===== src/rtl/wb_sram_arbiter.sv =====
// Two-master round-robin Wishbone arbiter for the shared SRAM/flash bus.
// The grant is held for the whole CYC period; a watchdog aborts unanswered beats.
module wb_sram_arbiter #(
    parameter int unsigned ADDR_WIDTH     = 24,
    parameter int unsigned TIMEOUT_CYCLES = 255,
    parameter int unsigned TIMEOUT_WIDTH  = 8
) (
    input  logic                  clk_i,
    input  logic                  rst_ni,
    input  logic                  wbs0_cyc_i,
    input  logic                  wbs0_stb_i,
    input  logic                  wbs0_we_i,
    input  logic [ADDR_WIDTH-1:0] wbs0_adr_i,
    input  logic [7:0]            wbs0_dat_i,
    input  logic [2:0]            wbs0_cti_i,
    input  logic [1:0]            wbs0_bte_i,
    output logic                  wbs0_ack_o,
    output logic                  wbs0_err_o,
    output logic                  wbs0_rty_o,
    output logic [7:0]            wbs0_dat_o,
    input  logic                  wbs1_cyc_i,
    input  logic                  wbs1_stb_i,
    input  logic                  wbs1_we_i,
    input  logic [ADDR_WIDTH-1:0] wbs1_adr_i,
    input  logic [7:0]            wbs1_dat_i,
    input  logic [2:0]            wbs1_cti_i,
    input  logic [1:0]            wbs1_bte_i,
    output logic                  wbs1_ack_o,
    output logic                  wbs1_err_o,
    output logic                  wbs1_rty_o,
    output logic [7:0]            wbs1_dat_o,
    output logic                  wbm_cyc_o,
    output logic                  wbm_stb_o,
    output logic                  wbm_we_o,
    output logic [ADDR_WIDTH-1:0] wbm_adr_o,
    output logic [7:0]            wbm_dat_o,
    output logic [2:0]            wbm_cti_o,
    output logic [1:0]            wbm_bte_o,
    input  logic                  wbm_ack_i,
    input  logic                  wbm_err_i,
    input  logic                  wbm_rty_i,
    input  logic [7:0]            wbm_dat_i,
    output logic                  timeout_o,
    output logic [1:0]            grant_o
);

    typedef enum logic [2:0] {IDLE, GRANT0, GRANT1, ABORT0, ABORT1} state_e;

    localparam bit                       WDOG_EN   = (TIMEOUT_CYCLES != 0);
    localparam logic [TIMEOUT_WIDTH-1:0] WDOG_LAST = TIMEOUT_WIDTH'(TIMEOUT_CYCLES - 1);

    state_e                   state_q, state_d;
    logic                     last_q, last_d;
    logic [TIMEOUT_WIDTH-1:0] wdog_q, wdog_d;

    logic                     sel1;
    logic                     own_cyc, own_stb, own_resp;

    // Round-robin pick: on a tie the requester that was not granted last wins.
    function automatic state_e arbitrate(input logic r0, input logic r1, input logic lst);
        if (r0 && r1) return lst ? GRANT0 : GRANT1;
        if (r0)       return GRANT0;
        if (r1)       return GRANT1;
        return IDLE;
    endfunction

    assign sel1     = (state_q == GRANT1) || (state_q == ABORT1);
    assign own_cyc  = sel1 ? wbs1_cyc_i : wbs0_cyc_i;
    assign own_stb  = sel1 ? wbs1_stb_i : wbs0_stb_i;
    assign own_resp = wbm_ack_i | wbm_err_i | wbm_rty_i;

    always_ff @(posedge clk_i) begin
        if (!rst_ni) begin
            state_q <= IDLE;
            last_q  <= 1'b1;
            wdog_q  <= '0;
        end else begin
            state_q <= state_d;
            last_q  <= last_d;
            wdog_q  <= wdog_d;
        end
    end

    always_comb begin
        state_d    = state_q;
        last_d     = last_q;
        wdog_d     = '0;
        wbm_cyc_o  = 1'b0;
        wbm_stb_o  = 1'b0;
        wbm_we_o   = 1'b0;
        wbm_adr_o  = '0;
        wbm_dat_o  = '0;
        wbm_cti_o  = '0;
        wbm_bte_o  = '0;
        wbs0_ack_o = 1'b0;
        wbs0_err_o = 1'b0;
        wbs0_rty_o = 1'b0;
        wbs1_ack_o = 1'b0;
        wbs1_err_o = 1'b0;
        wbs1_rty_o = 1'b0;
        wbs0_dat_o = wbm_dat_i;
        wbs1_dat_o = wbm_dat_i;
        timeout_o  = 1'b0;
        grant_o    = 2'b00;

        case (state_q)
            IDLE: state_d = arbitrate(wbs0_cyc_i, wbs1_cyc_i, last_q);

            GRANT0, GRANT1: begin
                grant_o = sel1 ? 2'b10 : 2'b01;
                if (sel1) begin
                    wbm_cyc_o  = wbs1_cyc_i;
                    wbm_stb_o  = wbs1_stb_i;
                    wbm_we_o   = wbs1_we_i;
                    wbm_adr_o  = wbs1_adr_i;
                    wbm_dat_o  = wbs1_dat_i;
                    wbm_cti_o  = wbs1_cti_i;
                    wbm_bte_o  = wbs1_bte_i;
                    wbs1_ack_o = wbm_ack_i;
                    wbs1_err_o = wbm_err_i;
                    wbs1_rty_o = wbm_rty_i;
                end else begin
                    wbm_cyc_o  = wbs0_cyc_i;
                    wbm_stb_o  = wbs0_stb_i;
                    wbm_we_o   = wbs0_we_i;
                    wbm_adr_o  = wbs0_adr_i;
                    wbm_dat_o  = wbs0_dat_i;
                    wbm_cti_o  = wbs0_cti_i;
                    wbm_bte_o  = wbs0_bte_i;
                    wbs0_ack_o = wbm_ack_i;
                    wbs0_err_o = wbm_err_i;
                    wbs0_rty_o = wbm_rty_i;
                end

                // A response on the firing cycle wins, so the watchdog only looks at silent beats.
                if (!own_cyc) begin
                    state_d = arbitrate(wbs0_cyc_i, wbs1_cyc_i, last_q);
                end else if (WDOG_EN && own_stb && !own_resp) begin
                    if (wdog_q == WDOG_LAST) begin
                        timeout_o = 1'b1;
                        if (sel1) wbs1_err_o = 1'b1;
                        else      wbs0_err_o = 1'b1;
                        state_d = sel1 ? ABORT1 : ABORT0;
                    end else begin
                        wdog_d = wdog_q + TIMEOUT_WIDTH'(1);
                    end
                end
            end

            ABORT0, ABORT1: begin
                if (!own_cyc) state_d = arbitrate(wbs0_cyc_i, wbs1_cyc_i, last_q);
            end

            default: state_d = IDLE;
        endcase

        if (state_d == GRANT0) last_d = 1'b0;
        if (state_d == GRANT1) last_d = 1'b1;
    end

endmodule

===== config.mk =====
export PLATFORM = sky130hd
export DESIGN_NAME = wb_sram_arbiter
export DESIGN_NICKNAME = d
export VERILOG_FILES = /design/src/rtl/wb_sram_arbiter.sv
export SDC_FILE = /design/constraint.sdc
export NUM_CORES = 1
export LEC_CHECK = 0
export ABC_AREA = 0
export BUFFER_PORTS_ARGS = -buffer_cell sky130_fd_sc_hd__buf_2
export CAP_MARGIN = 20
export CORE_MARGIN = 1
export CORE_UTILIZATION = 33
export CTS_BUF_LIST = sky130_fd_sc_hd__clkbuf_8 sky130_fd_sc_hd__clkbuf_16
export DETAILED_ROUTE_END_ITERATION = 8
export PLACE_DENSITY = 0.82
export SYNTH_ARGS = -nofsm -noshare
export SYNTH_HDL_FRONTEND = slang
export SYNTH_SLANG_ARGS = --single-unit

===== constraint.sdc =====
create_clock -name clk_i -period 2.01 [get_ports clk_i]
set_input_delay 0.402 -clock clk_i [delete_from_list [all_inputs] [get_ports clk_i]]
set_output_delay 0.402 -clock clk_i [all_outputs]
set_load 0.01 [all_outputs]

==> metrics, run 1 <==
Max rail drop VDD=a little over 400 uV; die area=0.00413 mm^2; gr ovfl total=0; syn nets=262; initial core utilization=a little over a third; CTS tree=done; Setup-failing EPs final=34; Worst Setup End Kind=output pin; Final Hold Viols=0; io pins=158; Synth cell types=34; Syn Area/Cell=around 7.7 um^2; final setup margin=-270 ps; CP cell instances=xnor2_2 > or3b_4 > a211oi_4 > a21oi_1 > nor3_1 > buf_2; dpl cell area=a little under 0.002 mm^2; die span in x=64.3 um; Die H=64.3 um; DR WL/cell=between 15 and 20 um; failing checks=setup timing; H-tree levels=1; Crit Path Class=register to output pin; Slew Viols, Final=0; Clock Skews=between 0.3 and 0.4 ps; status=complete, but fails checks; most used cells in the layout excluding fill and tap cells=132 x buf_2, 33 x a22o_1, 16 x nor2_1, 16 x buf_4, 8 x nand2_1; Root Driver=clkbuf_8; Clock Sinks=12; via count=1929; worst path required time=between 1500 and 2000 ps; buffer levels on the longest clock path=2; Clock Latency Late Sink=around 240 ps; Via density=roughly 5.4; Synth area leader=a22o_1; Core Util, Final=around 65%; post-route ant nets=0; Critical Path Fanout Max=4; commonest non-fill, non-tap cell in the layout=buf_2; number of global-route vias before repair=about 1500; initial antenna violation count=0; gr usage total=21.4%; antenna cells=0; power density over the cells=~430 mW/mm^2; DPL Wire Length=3740 um; headroom to the max-slew limit=65.6%; Core Box Area=~0.0037 mm^2; DR DRC count=0; unrepaired setup endpoints after global routing=true; post-synth top area share=a little under a quarter; Leak=between 1 and 1.5 nW; drt pass-1 iters=4; synthesis-to-layout area growth=88.1%; Layout fillers=approximately 290; Least-Margin Pin Slew=between 500 and 600 ps; Post-Route Setup TNS=-3170 ps; max frequency=439 MHz; GP Congestion=0.869; Num CTS Buffers=3; maxcap violations=0; register area share after synthesis=18.8%; largest cells by area after synthesis=a22o_1 23%, dfxtp_1 19%, buf_4 10%; Yosys warning count=0; largest net degree at the start of global routing=35; Arr. time, crit path=around 1900 ps; fin crit share=113%; Final Instance Area=0.00241 mm^2; Syn Std Cell Area=around 0.0013 mm^2; CP max-delay cell=or3b_4; FP Rows=22; Seq cells post-synth=12; cells after synthesis=167; routed wire length=5970 um; Hold Crit Depth=2; Tmin final=2280 ps; Clock transition at path regs=approximately 60 ps; Final nets=406; # port buffers=133; global-route wire length before repair=approximately 7000 um; R2R cell count=7; Worst Hold Class=primary input to register; max incr delay on CP=~410 ps; Detailed Route Iter0 Violations=75; crit start category=register; layout cell share with drive strength beyond 1=60.6%
## flip-flops by register name, summed over array words and instances, names as in the netlist
name     count
last_q       1
state_q      3
wdog_q       8
## critical path: cells and delay by family, from the launching register on
| family | cells | cell delay, ps |
|---|---|---|
| buf+inv | 1 | 160 |
| compound gates | 2 | 450 |
| simple gates | 2 | 550 |
| flops | 1 | 330 |
| xor+xnor | 1 | 140 |
## per-stage QoR
| step | power, mW | hold slack (ps) | worst slack (ps) | cells |
|---|---|---|---|---|
| detailed placement | 0.638 | 462 | -67.4 | 331 |
| floorplan | 0.479 | 430 | 71.4 | 167 |
| global placement | 0.630 | 446 | -11.2 | 331 |
| global route | 1.08 | 427 | -338 | 358 |
| CTS | 0.907 | 413 | -191 | 337 |
| finish | 1.04 | 418 | -270 | 358 |
## cell type report
cell class              count  area, um^2  area share (%)
clock buffers               4        55.1            2.29
inverters                   2        7.51           0.312
multi-input cells         125         918            38.1
flip-flops and latches     12         246            10.2
well taps                  48        60.1            2.49
repair buffers            167        1120            46.5
## report_power, final
| group | switching (mW) | internal [mW] |
|---|---|---|
| Sequential | 0.00937 | 0.244 |
| Clock | 0.0976 | 0.173 |
| Combinational | 0.226 | 0.287 |
| Total | 0.333 | 0.705 |
## kinds of logic after synthesis
logic type | Yosys count | share of synthesized area, %
AO/OA/AOI/OAI | 56 | 35.0
XOR/XNOR | 7 | 4.79
adder cells (fa/ha/maj) | 2 | 1.95
buffers and inverters | 30 | 14.8
flip-flops | 12 | 18.8
multiplexers | 1 | 0.880
AND/OR/NAND/NOR | 59 | 23.9
## cells in the mapped netlist
cell       count
xor2_1         3
nand2b_1       4
buf_2          4
nor2b_1        6
ha_1           2
nor2_1        18
and3_1         5
inv_1          2
nor3b_1        2
or2_2          1
o211ai_1       1
a22o_1        33
or3b_4         1
o2111ai_1      2
buf_6          1
a211oi_2       1
nand4_1        1
a21oi_1        6
a22oi_1        6
o21ai_0        3
a21o_1         1
a221oi_1       1
o21a_1         2
dfxtp_1       12
nand3_1        7
clkbuf_1       6
xnor2_1        4
mux2_2         1
nand4_2        1
or3_1          1
nor3_1         3
nand2_1        8
and2_1         1
buf_4         17
## repair_timing
item                       CTS  global route
gates cloned                 0            10
setup buffers                2            11
resized for setup            3            22
pin swaps                    1            37
hold endpoints to repair     0             0
setup endpoints to repair    4            38
hold buffers                 0             0
## path summary, 6_finish.rpt
path / startpoint / end / slack, ps
worst max-delay path: state_q[1] / wbs0_err_o / -270
worst max register to register: state_q[1] / wdog_q[2] / 150
worst min-delay path: rst_ni / last_q / 420
worst min register to register: wdog_q[6] / wdog_q[6] / 520
## metal layers
layer	wire (um)	track usage (%)	vias up	share of wire [%]
li1	-	-	891	-
met1	2370	28.4	903	40
met2	3030	35.5	120	51
met3	445	4.29	15	7.5
met4	125	4.44	0	2.1
met5	0	0	-	0
No activity file was read; power rests on OpenSTA's default activity.
==> run 2: changes to the inputs <==
--- a/config.mk
+++ b/config.mk
@@ -12,7 +12,8 @@
 export CORE_UTILIZATION = 33
 export CTS_BUF_LIST = sky130_fd_sc_hd__clkbuf_8 sky130_fd_sc_hd__clkbuf_16
 export DETAILED_ROUTE_END_ITERATION = 8
-export PLACE_DENSITY = 0.82
+export PLACE_DENSITY = 0.8
 export SYNTH_ARGS = -nofsm -noshare
 export SYNTH_HDL_FRONTEND = slang
 export SYNTH_SLANG_ARGS = --single-unit
+export TNS_END_PERCENT = 10
==> run 2 against run 1 <==
The run still ends with setup timing left. Via count shrank 12%. Combinational power is 24% lower. Total power shrank 14%. Critical path depth is the same. Non-clock buffer count is 20 lower. Hold slack better by 9.8 ps. Cell area down 15%. Maximum frequency up 5.4%. Sequential share of layout area grew 1.7 points. Largest power group unchanged. Highest routed layer unchanged.
==> metrics, run 2 (synthesized netlist as in run 1, its figures left out) <==
Largest regs=wdog_q: 8 flops, state_q: 3 flops, last_q: 1 flops; unrepaired setup endpoints after global routing=true; Max rail drop VDD=362 uV; DP Worst Slack=-26.4 ps; FP Rows=22; CP max-delay cell=or3b_4; Stages on worst setup path=6; H-tree levels=1; gr ovfl total=0; Tmin final=between 2000 and 2500 ps; Hold Crit Depth=2; Num CTS Buffers=3; number of global-route vias before repair=about 1400; via count=about 1700; worst path required time=~1600 ps; Worst Hold Class=primary input to register; FF-to-FF Start=state_q[0]; max incr delay on CP=410 ps; Clock Latency Late Sink=230 ps; Pwr Total=slightly below 0.9 mW; synthesis-to-layout area growth=59.0%; Detailed Route Iter0 Violations=39; post-route ant nets=0; R2R cell count=6; fin crit share=108%; die area=~0.0041 mm^2; max frequency=about 460 MHz; io pins=158; Clock transition at path regs=~50 ps; CP cell instances=xnor2_2 > or3b_4 > a211oi_4 > a21oi_1 > nor3_1 > buf_2; Clock Skews=0.905 ps; Clock Sinks=12; Via density=5.04; register bank with the most flops=wdog_q; initial antenna violation count=0; DPL Wire Length=approximately 3600 um; final instance count without filler cells=338; flop-to-flop setup slack=around 400 ps; Layout fillers=between 300 and 400; Critical Path Sink=wbs0_err_o; Least-Margin Pin Slew=517 ps; gr usage total=20.2%; Final nets=a little under 400; crit path launch=state_q[2]; dpl cell area=a little under 0.002 mm^2; Leak=approximately 1.1 nW; Die H=approximately 64 um; power density over the cells=between 400 and 500 mW/mm^2; initial core utilization=between 30% and 40%; Final Instance Area=between 0.002 and 0.0025 mm^2; Arr. time, crit path=~1800 ps; maxcap violations=0; max reg flops=8; die span in x=64.3 um; Final Hold Viols=0; CTS tree=done; drt pass-1 iters=4; final setup margin=-154 ps; WP buf/inv=1; headroom to the max-slew limit=between 60% and 70%; Core Util, Final=roughly 55%; CP delay by family, top=simple AND/OR/NAND/NOR gates; DR DRC count=0; Crit Path Class=register to output pin; routed wire length=approximately 4400 um; # port buffers=about 130; Root Driver=clkbuf_8; Worst R2R End=wdog_q[5]; DR WL/cell=12.9 um; Slew Viols, Final=0; layout cell share with drive strength beyond 1=a little under three fifths; crit start category=register; Setup-failing EPs final=4; placed instance count=roughly 330; status=complete, but fails checks; Core Box Area=0.00369 mm^2; buffer levels on the longest clock path=2; final hold slack=427 ps; global-route wire length before repair=around 6600 um; GP Congestion=roughly 0.86; commonest non-fill, non-tap cell in the layout=buf_2; most used cells in the layout excluding fill and tap cells=133 x buf_2, 33 x a22o_1, 16 x nor2_1; Post-Route Setup TNS=-411 ps; antenna cells=0; Worst Setup End Kind=output pin; failing checks=setup timing; largest net degree at the start of global routing=35; Critical Path Fanout Max=4
-- run 2: cell count changes in the layout (fill, tap and decap cells not counted), sizes merged --
cell,delta
buf,-14
clkbuf,-6
-- run 2: repair_timing --
action	CTS	global route
resized for setup	4	2
hold buffers	0	0
pin swaps	3	1
endpoints found under the hold margin	0	0
setup endpoints to repair	4	38
buffers inserted	0	1
-- run 2: per-layer routing --
| layer | track usage (%) | share of wire (%) | up-vias |
|---|---|---|---|
| li1 | - | - | 848 |
| met1 | 25.1 | 41 | 775 |
| met2 | 35.7 | 51 | 78 |
| met3 | 4.46 | 7.2 | 2 |
| met4 | 3.61 | 0.30 | 0 |
| met5 | 0 | 0 | - |
-- run 2: power breakdown --
group          switching (mW)  total [mW]  internal [mW]  leakage (nW)
clock                  0.0822       0.255          0.172        0.0288
sequential            0.00681       0.251          0.244        0.0987
combinational           0.185       0.388          0.203         0.966
total                   0.274       0.894          0.620          1.09
-- run 2: final cells by class --
type | count | area [um^2] | area share, %
Clock buffer | 4 | 55.1 | 2.70
Inverter | 2 | 7.51 | 0.369
Multi-Input combinational cell | 125 | 873 | 42.9
Sequential cell | 12 | 244 | 12.0
Tap cell | 48 | 60.1 | 2.95
Timing Repair Buffer | 147 | 796 | 39.1
-- run 2: how the worst min path moves through the flow --
stage                     slack, ps      start   endpoint
after global routing            430     rst_ni     last_q
after CTS                       420     rst_ni     last_q
final                           430     rst_ni     last_q
after floorplan                 430  wdog_q[0]  wdog_q[0]
after detailed placement        470  wdog_q[0]  wdog_q[0]
after global placement          450  wdog_q[0]  wdog_q[0]
==> run 3: changes to the inputs <==
--- a/config.mk
+++ b/config.mk
@@ -9,10 +9,10 @@
 export BUFFER_PORTS_ARGS = -buffer_cell sky130_fd_sc_hd__buf_2
 export CAP_MARGIN = 20
 export CORE_MARGIN = 1
-export CORE_UTILIZATION = 33
+export CORE_UTILIZATION = 30
 export CTS_BUF_LIST = sky130_fd_sc_hd__clkbuf_8 sky130_fd_sc_hd__clkbuf_16
 export DETAILED_ROUTE_END_ITERATION = 8
-export PLACE_DENSITY = 0.8
+export PLACE_DENSITY = 0.73
 export SYNTH_ARGS = -nofsm -noshare
 export SYNTH_HDL_FRONTEND = slang
 export SYNTH_SLANG_ARGS = --single-unit
==> run 3 against run 2 <==
The run still ends with setup timing left. Critical path depth stayed put. Maximum frequency is 1.4% lower. Sequential power about the same. Via count is 3.0% higher. Combinational power increased by 6.4%. Sequential cell count unchanged. Count of clock-buffer cells in the layout stayed put. Register-to-register slack lost 160 ps. Critical endpoint unchanged. Largest cell class unchanged.
==> metrics, run 3 (synthesized netlist as in run 1, its figures left out) <==
most used cells in the layout excluding fill and tap cells=132 x buf_2, 33 x a22o_1, 21 x buf_4; Clock Sinks=12; Via density=approximately 5; initial antenna violation count=1; Num CTS Buffers=3; synthesis-to-layout area growth=68.0%; headroom to the max-slew limit=between 60% and 70%; Core Util, Final=53.0%; Int Power=0.631 mW; dpl cell area=just over 0.002 mm^2; Leak=around 1.1 nW; Crit Path Class=register to output pin; commonest non-fill, non-tap cell in the layout=buf_2; # port buffers=~130; buffer levels on the longest clock path=2; flop-to-flop setup slack=~240 ps; FF-to-FF Start=state_q[2]; gr usage total=around a fifth; maxcap violations=0; final setup margin=-185 ps; routed wire length=5270 um; switching power=between 0.3 and 0.4 mW; fin crit share=109%; Arr. time, crit path=1790 ps; register bank with the most flops=wdog_q; global-route wire length before repair=a little under 7000 um; crit path launch=state_q[2]; combinational power share=between 40% and 50%; Pwr Total=0.932 mW; Least-Margin Pin Slew=between 400 and 500 ps; CP cell instances=xnor2_1 > or3b_4 > a211oi_4 > a21oi_1 > nor3_2 > buf_2; worst path required time=between 1500 and 2000 ps; Slew Viols, Final=0; drt pass-1 iters=4; max incr delay on CP=around 400 ps; Clock Latency Late Sink=about 250 ps; Hold-fix buffers, CTS=0; Critical Path Fanout Max=4; status=complete, but fails checks; Core Box Area=between 0.004 and 0.005 mm^2; FP Rows=23; max frequency=about 460 MHz; number of global-route vias before repair=1380; GP Congestion=~0.81; Clock Skews=just over 7 ps; switching power share of the total=around a third; DPL Wire Length=4340 um; layout cell share with drive strength beyond 1=between 50 and 60%; H-tree levels=1; crit start category=register; io pins=158; sequential power share=about a quarter; antenna cells=0; Worst R2R End=wdog_q[4]; DR DRC count=0; CP max-delay cell=or3b_4; worst hold path startpoint=rst_ni; Stages on worst setup path=6; Post-Route Setup TNS=-617 ps; unrepaired setup endpoints after global routing=true; power density over the cells=433 mW/mm^2; via count=between 1500 and 2000; Root Driver=clkbuf_8; post-route ant nets=0; WP buf/inv=1; Largest regs=wdog_q: 8 flops, state_q: 3 flops, last_q: 1 flops; Die H=about 67 um; Tmin final=around 2200 ps; CP delay by family, top=simple AND/OR/NAND/NOR gates; max reg flops=8; Worst Setup End Kind=output pin; Final nets=slightly below 400; Setup-failing EPs final=4; Final Instance Area=between 0.002 and 0.0025 mm^2; Worst Hold Class=primary input to register; largest net degree at the start of global routing=35; die area=about 0.0045 mm^2; Critical Path Sink=wbs0_err_o; gr ovfl total=0; R2R cell count=7; Final Hold Viols=0; CTS tree=done; DR WL/cell=between 15 and 20 um; Max rail drop VDD=~490 uV; Clk pwr share=29.0%; initial core utilization=31.5%; Detailed Route Iter0 Violations=27; Clock transition at path regs=roughly 60 ps; failing checks=setup timing; die span in x=roughly 67 um
==> run 3: cell count changes in the layout (fill, tap and decap cells not counted), sizes merged <==
| cell | change |
|---|---|
| buf | +10 |
==> run 3: how the worst min path moves through the flow <==
stage	slack, ps	depth (start not counted)	endpoint
4_1_cts	400	2	last_q
3_5_place_dp	510	2	wdog_q[7]
6_report	400	2	last_q
2_1_floorplan	430	1	wdog_q[0]
5_1_grt	410	2	last_q
3_3_place_gp	500	2	wdog_q[6]
==> run 3: power by group through the flow <==
stage | Combinational (mW) | Clock, mW | Sequential [mW]
after floorplan | 0.227 | 0 | 0.252
after global placement | 0.398 | 0 | 0.253
after detailed placement | 0.402 | 0 | 0.253
after CTS | 0.408 | 0.283 | 0.248
after global routing | 0.453 | 0.294 | 0.249
final | 0.413 | 0.271 | 0.249
==> run 3: timing repair <==
action	in CTS	in global routing
resized for setup	6	8
pin swaps	0	0
setup endpoints to repair	4	39
buffers inserted	0	2
==> run 3: layout make-up <==
| type | count | area, um^2 |
|---|---|---|
| inverter | 2 | 7.51 |
| sequential | 12 | 241 |
| timing repair buffer | 157 | 881 |
| multi-input combinational | 125 | 903 |
| fill | 413 | 1910 |
| clock buffer | 4 | 55.1 |
| tap | 50 | 62.6 |
==> run 3: layer usage <==
metal	GRT usage [%]	share of wire, %	vias to the layer above
li1	-	-	866
met4	5.85	1.5	2
met3	10.3	11	11
met2	29.0	42	73
met1	27.9	45	802
met5	0	0.25	-
==> run 3: worst reg2reg max path: cells and delay by family (launching register included) <==
| family | cells | cell delay (ps) |
|---|---|---|
| buffers and inverters | 2 | 260 |
| AO/OA/AOI/OAI | 1 | 160 |
| AND/OR/NAND/NOR | 3 | 830 |
| XOR/XNOR | 1 | 130 |
| flip-flops | 1 | 320 |
==> run 3: per-stage QoR <==
| stage | cells | setup WS (ps) | hold WS (ps) |
|---|---|---|---|
| 3_5_place_dp | 344 | -190 | 514 |
| 2_1_floorplan | 167 | 71.4 | 430 |
| 3_3_place_gp | 344 | -167 | 498 |
| 6_report | 350 | -185 | 405 |
| 5_1_grt | 350 | -286 | 410 |
| 4_1_cts | 348 | -232 | 398 |
